## src/rtl/pipelined_cla_adder.sv

```systemverilog
// Pipelined carry-lookahead adder/subtractor: setup, group lookahead, sum/flags stages.
// Latency: 3 clocks from acceptance to out_valid; throughput 1 result per clock.
// Backpressure: out_valid && !out_ready freezes every stage and drops in_ready.
//
// Ports:
//   clk, rst_n              rising-edge clock, asynchronous active-low reset
//   in_valid / in_ready     operand handshake (in_ready = !out_valid || out_ready)
//   a, b, cin, sub          operands; sub=1 computes a-b and ignores cin
//   out_valid / out_ready   result handshake
//   sum, cout, ovf, zero    registered result and flags (cout=1 on sub means no borrow)
module pipelined_cla_adder #(
  parameter int WIDTH = 16,
  parameter int GROUP = 4
) (
  input  logic             clk,
  input  logic             rst_n,
  input  logic             in_valid,
  output logic             in_ready,
  input  logic [WIDTH-1:0] a,
  input  logic [WIDTH-1:0] b,
  input  logic             cin,
  input  logic             sub,
  output logic             out_valid,
  input  logic             out_ready,
  output logic [WIDTH-1:0] sum,
  output logic             cout,
  output logic             ovf,
  output logic             zero
);

  localparam int NGRP = WIDTH / GROUP;

  // One global advance: either every stage moves or every stage holds.
  logic adv;
  assign adv      = !out_valid || out_ready;
  assign in_ready = adv;

  // ---------------- stage 1: propagate/generate setup ----------------
  logic [WIDTH-1:0] beff;
  assign beff = sub ? ~b : b;

  logic             s1_vld;
  logic [WIDTH-1:0] s1_p, s1_g;
  logic             s1_c0, s1_amsb, s1_bmsb;

  always_ff @(posedge clk or negedge rst_n) begin
    if (!rst_n) begin
      s1_vld  <= 1'b0;
      s1_p    <= '0;
      s1_g    <= '0;
      s1_c0   <= 1'b0;
      s1_amsb <= 1'b0;
      s1_bmsb <= 1'b0;
    end else if (adv) begin
      // A cycle without a handshake loads a bubble rather than holding.
      s1_vld  <= in_valid;
      s1_p    <= a ^ beff;
      s1_g    <= a & beff;
      s1_c0   <= sub ? 1'b1 : cin;
      s1_amsb <= a[WIDTH-1];
      s1_bmsb <= beff[WIDTH-1];
    end
  end

  // ---------------- stage 2: group lookahead ----------------
  logic [WIDTH:0] c_la;

  always_comb begin
    logic [NGRP:0]   gc;
    logic [NGRP-1:0] gp, gg;
    logic            t, pre;
    c_la = '0;
    gc   = '0;
    gp   = '0;
    gg   = '0;
    t    = 1'b0;
    pre  = 1'b0;

    // Group propagate/generate, then group carries rippled from c0.
    gc[0] = s1_c0;
    for (int j = 0; j < NGRP; j++) begin
      gp[j] = 1'b1;
      gg[j] = 1'b0;
      for (int k = 0; k < GROUP; k++) begin
        gg[j] = s1_g[j*GROUP+k] | (s1_p[j*GROUP+k] & gg[j]);
        gp[j] = gp[j] & s1_p[j*GROUP+k];
      end
      gc[j+1] = gg[j] | (gp[j] & gc[j]);
    end

    // Bit carries inside a group use the fully expanded sum-of-products
    // from the group carry-in, so no bit waits on its neighbour.
    for (int j = 0; j < NGRP; j++) begin
      c_la[j*GROUP] = gc[j];
      for (int k = 1; k < GROUP; k++) begin
        t = gc[j];
        for (int n = 0; n < k; n++) t = t & s1_p[j*GROUP+n];
        for (int m = 0; m < k; m++) begin
          pre = s1_g[j*GROUP+m];
          for (int n = m + 1; n < k; n++) pre = pre & s1_p[j*GROUP+n];
          t = t | pre;
        end
        c_la[j*GROUP+k] = t;
      end
    end
    c_la[WIDTH] = gc[NGRP];
  end

  logic             s2_vld;
  logic [WIDTH-1:0] s2_p;
  logic [WIDTH:0]   s2_c;
  logic             s2_amsb, s2_bmsb;

  always_ff @(posedge clk or negedge rst_n) begin
    if (!rst_n) begin
      s2_vld  <= 1'b0;
      s2_p    <= '0;
      s2_c    <= '0;
      s2_amsb <= 1'b0;
      s2_bmsb <= 1'b0;
    end else if (adv) begin
      s2_vld  <= s1_vld;
      s2_p    <= s1_p;
      s2_c    <= c_la;
      s2_amsb <= s1_amsb;
      s2_bmsb <= s1_bmsb;
    end
  end

  // ---------------- stage 3: sum and flags ----------------
  logic [WIDTH-1:0] sum_nxt;
  assign sum_nxt = s2_p ^ s2_c[WIDTH-1:0];

  always_ff @(posedge clk or negedge rst_n) begin
    if (!rst_n) begin
      out_valid <= 1'b0;
      sum       <= '0;
      cout      <= 1'b0;
      ovf       <= 1'b0;
      zero      <= 1'b0;
    end else if (adv) begin
      out_valid <= s2_vld;
      // Result registers only change on a real result, so a bubble
      // leaves the last value visible.
      if (s2_vld) begin
        sum  <= sum_nxt;
        cout <= s2_c[WIDTH];
        // Operands of equal sign producing a result of the other sign;
        // identical to carry-into-MSB xor carry-out-of-MSB.
        ovf  <= (s2_amsb == s2_bmsb) && (sum_nxt[WIDTH-1] != s2_amsb);
        zero <= (sum_nxt == '0);
      end
    end
  end

endmodule

```

## config.mk

```make
export PLATFORM = sky130hd
export DESIGN_NAME = pipelined_cla_adder
export DESIGN_NICKNAME = d
export VERILOG_FILES = /design/src/rtl/pipelined_cla_adder.sv
export SDC_FILE = /design/constraint.sdc
export NUM_CORES = 1
export LEC_CHECK = 0
export BUFFER_PORTS_ARGS = -buffer_cell sky130_fd_sc_hd__buf_4
export CAP_MARGIN = 20
export CORE_MARGIN = 2
export CORE_UTILIZATION = 29
export CTS_CLUSTER_SIZE = 10
export DETAILED_ROUTE_END_ITERATION = 7
export HOLD_SLACK_MARGIN = 0.06
export SETUP_SLACK_MARGIN = 0.2
export SYNTH_ARGS = -nofsm -noshare
export SYNTH_HDL_FRONTEND = slang
export SYNTH_SLANG_ARGS = --single-unit
```

## constraint.sdc

```tcl
create_clock -name clk -period 1.97 [get_ports clk]
set_input_delay 0 -clock clk [delete_from_list [all_inputs] [get_ports clk]]
set_output_delay 0 -clock clk [all_outputs]
set_load 0.02 [all_outputs]
```

==> flow_summary.toml, run 1 <==
[die]
io_pins = 59
die-height_um = 124.1
die-area_sq_um = 15410
rows = 43
core_area_sq_um = 13990
die_w_um = 124.1
start_util_pct = 29.92

[timing]
slew_headroom_pct = 63.57
finClkSkew_ns = 0.009322
fin_ws_ns = 0.2829
fmax_mhz = 592.7
setup_violations = 0
final.setup.tns_ns = 0
hold_violations = 0
fin_crit_sh_pct = 85.64
worst-slew-pin-transition_ns = 0.5464
maxSlewViolCount = 0
rsz0062_at_grt = "true"
period_minus_slack_ns = 1.687

[clock_tree]
clock_latency_ns = 0.34
cts_root_buffer = "clkbuf_16"
cts_made_buffers = 9
cts_setup_buffers = 0
cts_sinks = 92
htreeDepth = 3
cts_tree = "done"
cts.clk_slew.worst_paths_ns = 0.07
clk_path_buf_depth = 2

[pwr]
finalPower_mw = 7.211
powerDensity_nw_per_um2 = 1360
p_leak_nw = 2.591
ir_drop_v = 0.0004827

[routing]
drt_iter0_markers = 132
wl_per_cell_um = 12.05
via_per_inst = 4.444
vias = 3151
drt-total-wl_mm = 8.542
detail_route.first_pass.iterations = 5
drc = 0
ant_nets = 0

[synthesis]
syn_nets = 505
syn_area_sq_um = 4185
ys_seq_elements = 92
yosys_warnings = 0
synth.distinct_cells = 40
synth_edf_count = 0
yosysSeqAreaShare_pct = 55.01
netlist_instances = 451
async_flop_share_pct = 100.0
avgSynthCellArea_sq_um = 9.280
yosys_most_used_dff = "dfrtp_1"

[global_routing]
grt_pass1_vias = 2941
grt_max_degree = 51
grt_pass1_wl_mm = 14.29
overflow = 0
grt_usage_pct = 11.86
grt_antenna_before_repair = 0

[worst_hold_path]
hold_path.class = "in2reg"

[placed_design]
place_congestion = 0.8000
place_hpwl_mm = 6.194
io_buffers = 58
post-place-ws_ns = 0.2829

[final_layout]
final_cell_mix = "162 x nand2_1, 92 x dfrtp_1, 64 x buf_4"
diodes = 0
area_delta_synth_final_pct = 26.70
nets = 579
layout_commonest_cell = "nand2_1"
final_layout_size_suffix_gt1_share_pct = 16.45

[setup_path]
crit_path_end_kind = "register"
arrival_ns = 1.92
critPathMaxFanout = 4
critPathRequiredTime_ns = 2.20
start_kind = "register"
worstSetupPathType = "reg2reg"

[outcome]
outcome = "finished, final reports clean"

[run]
maxCapViolations = 0
## flip-flops by register name, summed over array words and instances, names as in the netlist
| name | flops |
|---|---|
| ovf | 1 |
| cout | 1 |
| s2_p | 16 |
| sum | 16 |
| s1_vld | 1 |
| s1_c0 | 1 |
| s2_c | 17 |
| s2_vld | 1 |
| s2_bmsb | 1 |
| out_valid | 1 |
| s2_amsb | 1 |
| s1_bmsb | 1 |
| s1_p | 16 |
| s1_amsb | 1 |
| zero | 1 |
| s1_g | 16 |
## cell usage after synthesis, types with 2 or more instances
| library cell | count | area [sq um] |
|---|---|---|
| nor4_1 | 2 | 12.51 |
| nor2_1 | 39 | 146.4 |
| o21a_1 | 2 | 15.01 |
| mux2i_1 | 3 | 30.03 |
| buf_1 | 2 | 7.510 |
| a21o_1 | 5 | 37.54 |
| clkbuf_1 | 11 | 41.29 |
| nand4_1 | 4 | 25.02 |
| a21oi_1 | 29 | 145.1 |
| dfrtp_1 | 92 | 2302 |
| xnor2_1 | 16 | 140.1 |
| nand3_1 | 6 | 30.03 |
| ha_1 | 16 | 200.2 |
| mux2_2 | 2 | 22.52 |
| nand2_1 | 162 | 608.1 |
| a211oi_1 | 3 | 22.52 |
| o21ai_0 | 9 | 45.04 |
| xor2_1 | 16 | 140.1 |
| o21ai_1 | 2 | 10.01 |
| o22ai_1 | 2 | 12.51 |
| buf_2 | 9 | 45.04 |
## final timing paths
| path | startpoint | end | slack (ns) | cells after the start |
|---|---|---|---|---|
| hold reg to reg | s1_vld | s1_vld | 0.47 | 2 |
| min in group asynchronous | rst_n | s1_p[10] | 0.18 | 2 |
| setup / recovery | s1_c0 | s2_c[10] | 0.28 | 5 |
| hold / removal | b[9] | s1_g[9] | 0.1 | 5 |
| setup reg to reg | s1_c0 | s2_c[10] | 0.28 | 5 |
| max in group asynchronous | rst_n | s2_c[13] | 1.13 | 3 |
## final cells by class
class	instances	area, sq um
fillers	1426	8686
flip-flops and latches	92	2302
multi-input cells	335	1789
repair buffers	85	700.7
clock buffers	10	239.0
well taps	180	225.2
clock inverters	5	38.79
inverters	2	7.507
## cell families (layout without fill, tap and decap cells)
logic type                 after synthesis  count (layout)  synth area share [%]
buffers and inverters                   24             102                 2.421
AOI/OAI and AO/OA                       62              62                 9.118
muxes                                    5               5                 1.256
and+or+nand+nor                        220             220                 20.72
DFF                                     92              92                 55.01
adders and majority gates               16              16                 4.783
xor gates and xnor gates                32              32                 6.696
## power by group
group / internal (mW) / total (mW) / switching, mW
Sequential: 2.59 / 3.13 / 0.541
Clock: 0.884 / 1.59 / 0.706
Combinational: 1.08 / 2.49 / 1.42
## metrics by stage
step	utilization (%)	hold slack (ns)	instances	cell area (sq um)
3_5_place_dp	34.49	0.02523	674	4825
4_1_cts	37.91	0.09174	709	5303
5_1_grt	37.91	0.1123	709	5303
3_3_place_gp	34.49	0.02710	674	4825
6_report	37.91	0.09567	709	5303
2_1_floorplan	-	-0.2956	451	4185
## metal layers
metal	GRT usage, %	part of all wire (%)
met1	17.95	53
met2	16.73	43
met3	2.427	3.4
met4	4.003	0.80
met5	0	0
## repair_timing
item	in CTS	in global routing
hold endpoints to repair	78	0
setup endpoints to repair	0	1
gates resized for setup	0	0
hold buffers	20	0
## critical path, stage by stage (launching register included)
cell	delay, ns
dfrtp_1	0.41
a211oi_2	0.26
o21ai_1	0.17
a2111o_1	0.44
o21a_1	0.13
o22a_1	0.17
Note: power is estimated with default switching activity, not from simulation.
==> run 2, diff against run 1 <==
==> constraint.sdc (replaced) <==
create_clock -name clk -period 1.6 [get_ports clk]
set_input_delay 0 -clock clk [delete_from_list [all_inputs] [get_ports clk]]
set_output_delay 0 -clock clk [all_outputs]
set_load 0.02 [all_outputs]
==> flow_summary.toml, run 2 (synthesis results as in run 1) <==
[final_layout]
top_register = "s2_c"
utilization_pct = 39.93
final_cell_mix = "162 x nand2_1, 92 x dfrtp_1, 79 x buf_4"
final_layout_size_suffix_gt1_share_pct = 21.47
layoutNonFillerInstCount = 725
diodes = 0
layout_commonest_cell = "nand2_1"
largest_reg_flops = 17
n_fill_cell = 1412
nets = 596
area_delta_synth_final_pct = 33.45
fin_area_sq_um = 5585

[routing]
drt_iter0_markers = 131
drt-total-wl_mm = 8.886
detail_route.first_pass.iterations = 4
vias = 3203
via_per_inst = 4.418
wl_per_cell_um = 12.26
ant_nets = 0
drc = 0

[placed_design]
io_buffers = 58
post-place-ws_ns = -0.05550
dpl_cell_area_sq_um = 4907
dp_cells = 681
place_congestion = 0.8403
place_hpwl_mm = 6.219

[die]
io_pins = 59
core_area_sq_um = 13990
die_w_um = 124.1
rows = 43
die-area_sq_um = 15410
die-height_um = 124.1
start_util_pct = 29.92

[timing]
slew_headroom_pct = 67.96
worst-slew-pin-transition_ns = 0.4806
maxSlewViolCount = 0
finClkSkew_ns = 0.007637
period_minus_slack_ns = 1.593
fmax_mhz = 627.7
fin_crit_sh_pct = 99.57
whs_ns = 0.03215
fin_ws_ns = 0.006846
final.setup.tns_ns = 0
setup_violations = 0
rsz0062_at_grt = "true"
hold_violations = 0

[outcome]
outcome = "finished, final reports clean"

[clock_tree]
htreeDepth = 3
cts_sinks = 92
cts_tree = "done"
cts.clk_slew.worst_paths_ns = 0.06
cts_root_buffer = "clkbuf_16"
clk_path_buf_depth = 2
cts_made_buffers = 9
clock_latency_ns = 0.33

[setup_path]
critPathMaxFanout = 3
crit_chain = "a211oi_2, o21ai_2, a2111o_1, o21a_1, o22a_1"
slowest_delay_ns = 0.42
cp_num_buf_inv = 0
critPathTopFamily = "compound AO/OA/AOI/OAI gates"
critPathRequiredTime_ns = 1.82
crit_path_end_kind = "register"
start_kind = "register"
arrival_ns = 1.81
slowest_stage = "a2111o_1"
worstSetupPathType = "reg2reg"

[pwr]
powerDensity_nw_per_um2 = 1718
ir_drop_v = 0.0004958
p_leak_nw = 2.754
finalPower_mw = 9.597

[worst_hold_path]
hold_path.class = "in2reg"

[global_routing]
grt_max_degree = 93
grt_pass1_wl_mm = 14.75
grt_antenna_before_repair = 0
grt_usage_pct = 12.15
overflow = 0
grt_pass1_vias = 3063

[run]
maxCapViolations = 0
==> run 2: power breakdown <==
part | internal, mW | switching (mW)
Clock | 1.39 | 0.805
Sequential | 3.19 | 0.695
Combinational | 1.65 | 1.87
==> run 2: layer usage <==
metal / GRT usage (%) / vias up / wire length [um]
met4: 5.548 / 0 / 193
met5: 0 / - / 0
met2: 18.37 / 58 / 3855
li1: - / 1654 / -
met1: 17.41 / 1474 / 4613
met3: 1.419 / 17 / 224
==> run 2: final timing paths <==
check,endpoint,slack (ns),startpoint,cells after the start
max,s2_c[10],0.007,s1_c0,5
min in group asynchronous,out_valid,0.25,rst_n,3
max reg2reg,s2_c[10],0.007,s1_c0,5
min reg2reg,s1_amsb,0.48,s1_amsb,2
max in group asynchronous,s2_p[2],0.97,rst_n,3
min,s2_p[15],0.03,out_ready,5
==> run 2: worst reg2reg max path, delay by kind of cell (launching register included) <==
kind / cells / cell delay, ns
AO/OA/AOI/OAI: 5 / 1.08
flip-flops: 1 / 0.40
==> run 2: what timing repair did <==
item                       4_1_cts  5_1_grt
hold endpoints to repair       129        0
pin swaps                        6       11
setup buffers                    4        6
gates resized for setup          8       13
hold buffers                    20        0
setup endpoints to repair       12       21
==> run 2: final cells by class <==
cell class	count	area (sq um)	area share, %
Sequential cell	92	2302	41.22
Inverter	2	10.01	0.1792
Timing Repair Buffer	102	844.6	15.12
Clock buffer	12	246.5	4.413
Clock inverter	2	60.06	1.075
Multi-Input combinational cell	335	1897	33.96
Tap cell	180	225.2	4.032
==> run 3, diff against run 2 <==
==> constraint.sdc (replaced) <==
create_clock -name clk -period 2.05 [get_ports clk]
set_input_delay 0 -clock clk [delete_from_list [all_inputs] [get_ports clk]]
set_output_delay 0 -clock clk [all_outputs]
set_load 0.02 [all_outputs]
==> flow_summary.toml, run 3 (synthesis results as in run 1) <==
[outcome]
outcome = "finished, final reports clean"

[pwr]
ir_drop_v = 0.0005736
combinationalPowerShare_pct = 34.5
netSwitchingFraction_pct = 37.43
power.share.clock_pct = 22.4
p_leak_nw = 2.603
p_int_mw = 4.360
p_switching_mw = 2.609
seqPwrFrac_pct = 43.1
powerDensity_nw_per_um2 = 1313

[final_layout]
nets = 579
diodes = 0
layout_commonest_cell = "nand2_1"
n_fill_cell = 1449
layoutNonFillerInstCount = 710
utilization_pct = 37.94
largest_reg_flops = 17
final_cell_mix = "162 x nand2_1, 92 x dfrtp_1, 64 x buf_4"
final_layout_size_suffix_gt1_share_pct = 16.60
top_register = "s2_c"
area_delta_synth_final_pct = 26.82

[run]
maxCapViolations = 0

[routing]
wl_per_cell_um = 12.33
detail_route.first_pass.iterations = 4
drc = 0
via_per_inst = 4.410
drt-total-wl_mm = 8.751
vias = 3131
ant_nets = 0
drt_iter0_markers = 169

[global_routing]
grt_pass1_vias = 3053
gr-usage-met3_pct = 2.152
grt_usage_pct = 12.40
grtUsageMet1_pct = 18.94
grt_pass1_wl_mm = 14.97
top_usage_layer = "met1"
overflow = 0
grt_max_degree = 50
grt_use_met2_pct = 17.45
grt_antenna_before_repair = 0

[setup_path]
crit_path_end_kind = "register"
reg2reg_depth = 5
arrival_ns = 1.90
critPathMaxFanout = 5
start_kind = "register"
worstSetupPathType = "reg2reg"
critPathRequiredTime_ns = 2.26

[timing]
rsz0062_at_grt = "false"
setup_violations = 0
fin_crit_sh_pct = 82.83
maxSlewViolCount = 0
finClkSkew_ns = 0.008017
whs_ns = 0.09383
slew_headroom_pct = 61.67
period_minus_slack_ns = 1.698
worst-slew-pin-transition_ns = 0.5750
fmax_mhz = 588.9
final.setup.tns_ns = 0
hold_violations = 0

[worst_hold_path]
hold_path.class = "in2reg"
min_path_cells = 5

[placed_design]
place_hpwl_mm = 6.354
place_congestion = 0.8040
io_buffers = 58
dp_cells = 674

[clock_tree]
cts_sinks = 92
cts_hold_buffers = 20
cts.repair.resized = 0
cts_tree = "done"
cts_root_buffer = "clkbuf_16"
clock_latency_ns = 0.34
cts_made_buffers = 9
cts_setup_buffers = 0
cts.clk_slew.worst_paths_ns = 0.07
htreeDepth = 3
clk_path_buf_depth = 2

[die]
core_area_sq_um = 13990
die_w_um = 124.1
die-area_sq_um = 15410
start_util_pct = 29.92
io_pins = 59
die-height_um = 124.1
rows = 43
==> run 3: power groups by stage <==
| stage | sequential, mW | clock, mW | combinational [mW] |
|---|---|---|---|
| final | 3.00 | 1.56 | 2.41 |
| after global routing | 3.10 | 1.70 | 2.73 |
| after CTS | 3.01 | 1.60 | 2.46 |
| after detailed placement | 3.04 | 0 | 2.41 |
| after global placement | 3.01 | 0 | 2.38 |
| after floorplan | 3.13 | 0 | 1.42 |
==> run 3: final cells by class <==
| cell class | count | area (sq um) | area share, % |
|---|---|---|---|
| multi-input combinational | 335 | 1789 | 33.71 |
| sequential | 92 | 2302 | 43.38 |
| tap | 180 | 225.2 | 4.243 |
| inverter | 2 | 7.507 | 0.1414 |
| clock inverter | 7 | 57.56 | 1.084 |
| clock buffer | 9 | 225.2 | 4.243 |
| timing repair buffer | 85 | 700.7 | 13.20 |
==> run 3: worst max-delay path: stages (launching register included) <==
cell and delay, ns:
dfrtp_1 0.42, a21oi_1 0.22, o22ai_1 0.13, a221o_1 0.37
a31oi_2 0.29, a211oi_1 0.12
==> run 3: metrics by stage <==
stage	worst slack, ns	cell area [sq um]	power, mW
2_1_floorplan	0.5026	4185	4.550
3_3_place_gp	0.4005	4825	5.386
3_5_place_dp	0.3653	4825	5.456
4_1_cts	0.3502	5308	7.066
5_1_grt	0.2661	5308	7.535
6_report	0.3520	5308	6.969
==> run 3: final timing paths <==
check                         from  endpoint  slack [ns]
min reg2reg                s1_amsb   s1_amsb        0.47
max in group asynchronous    rst_n   s2_p[5]        1.18
max reg2reg                s1_p[7]  s2_c[15]        0.35
min in group asynchronous    rst_n  s1_p[11]        0.20
min                          b[14]  s1_g[14]        0.09
max                        s1_p[7]  s2_c[15]        0.35
==> run 3: per-layer routing <==
layer / part of all wire (%) / wire length, um
met5: 0 / 0
met4: 1.3 / 117
met3: 3.5 / 309
met2: 42 / 3675
met1: 53 / 4648
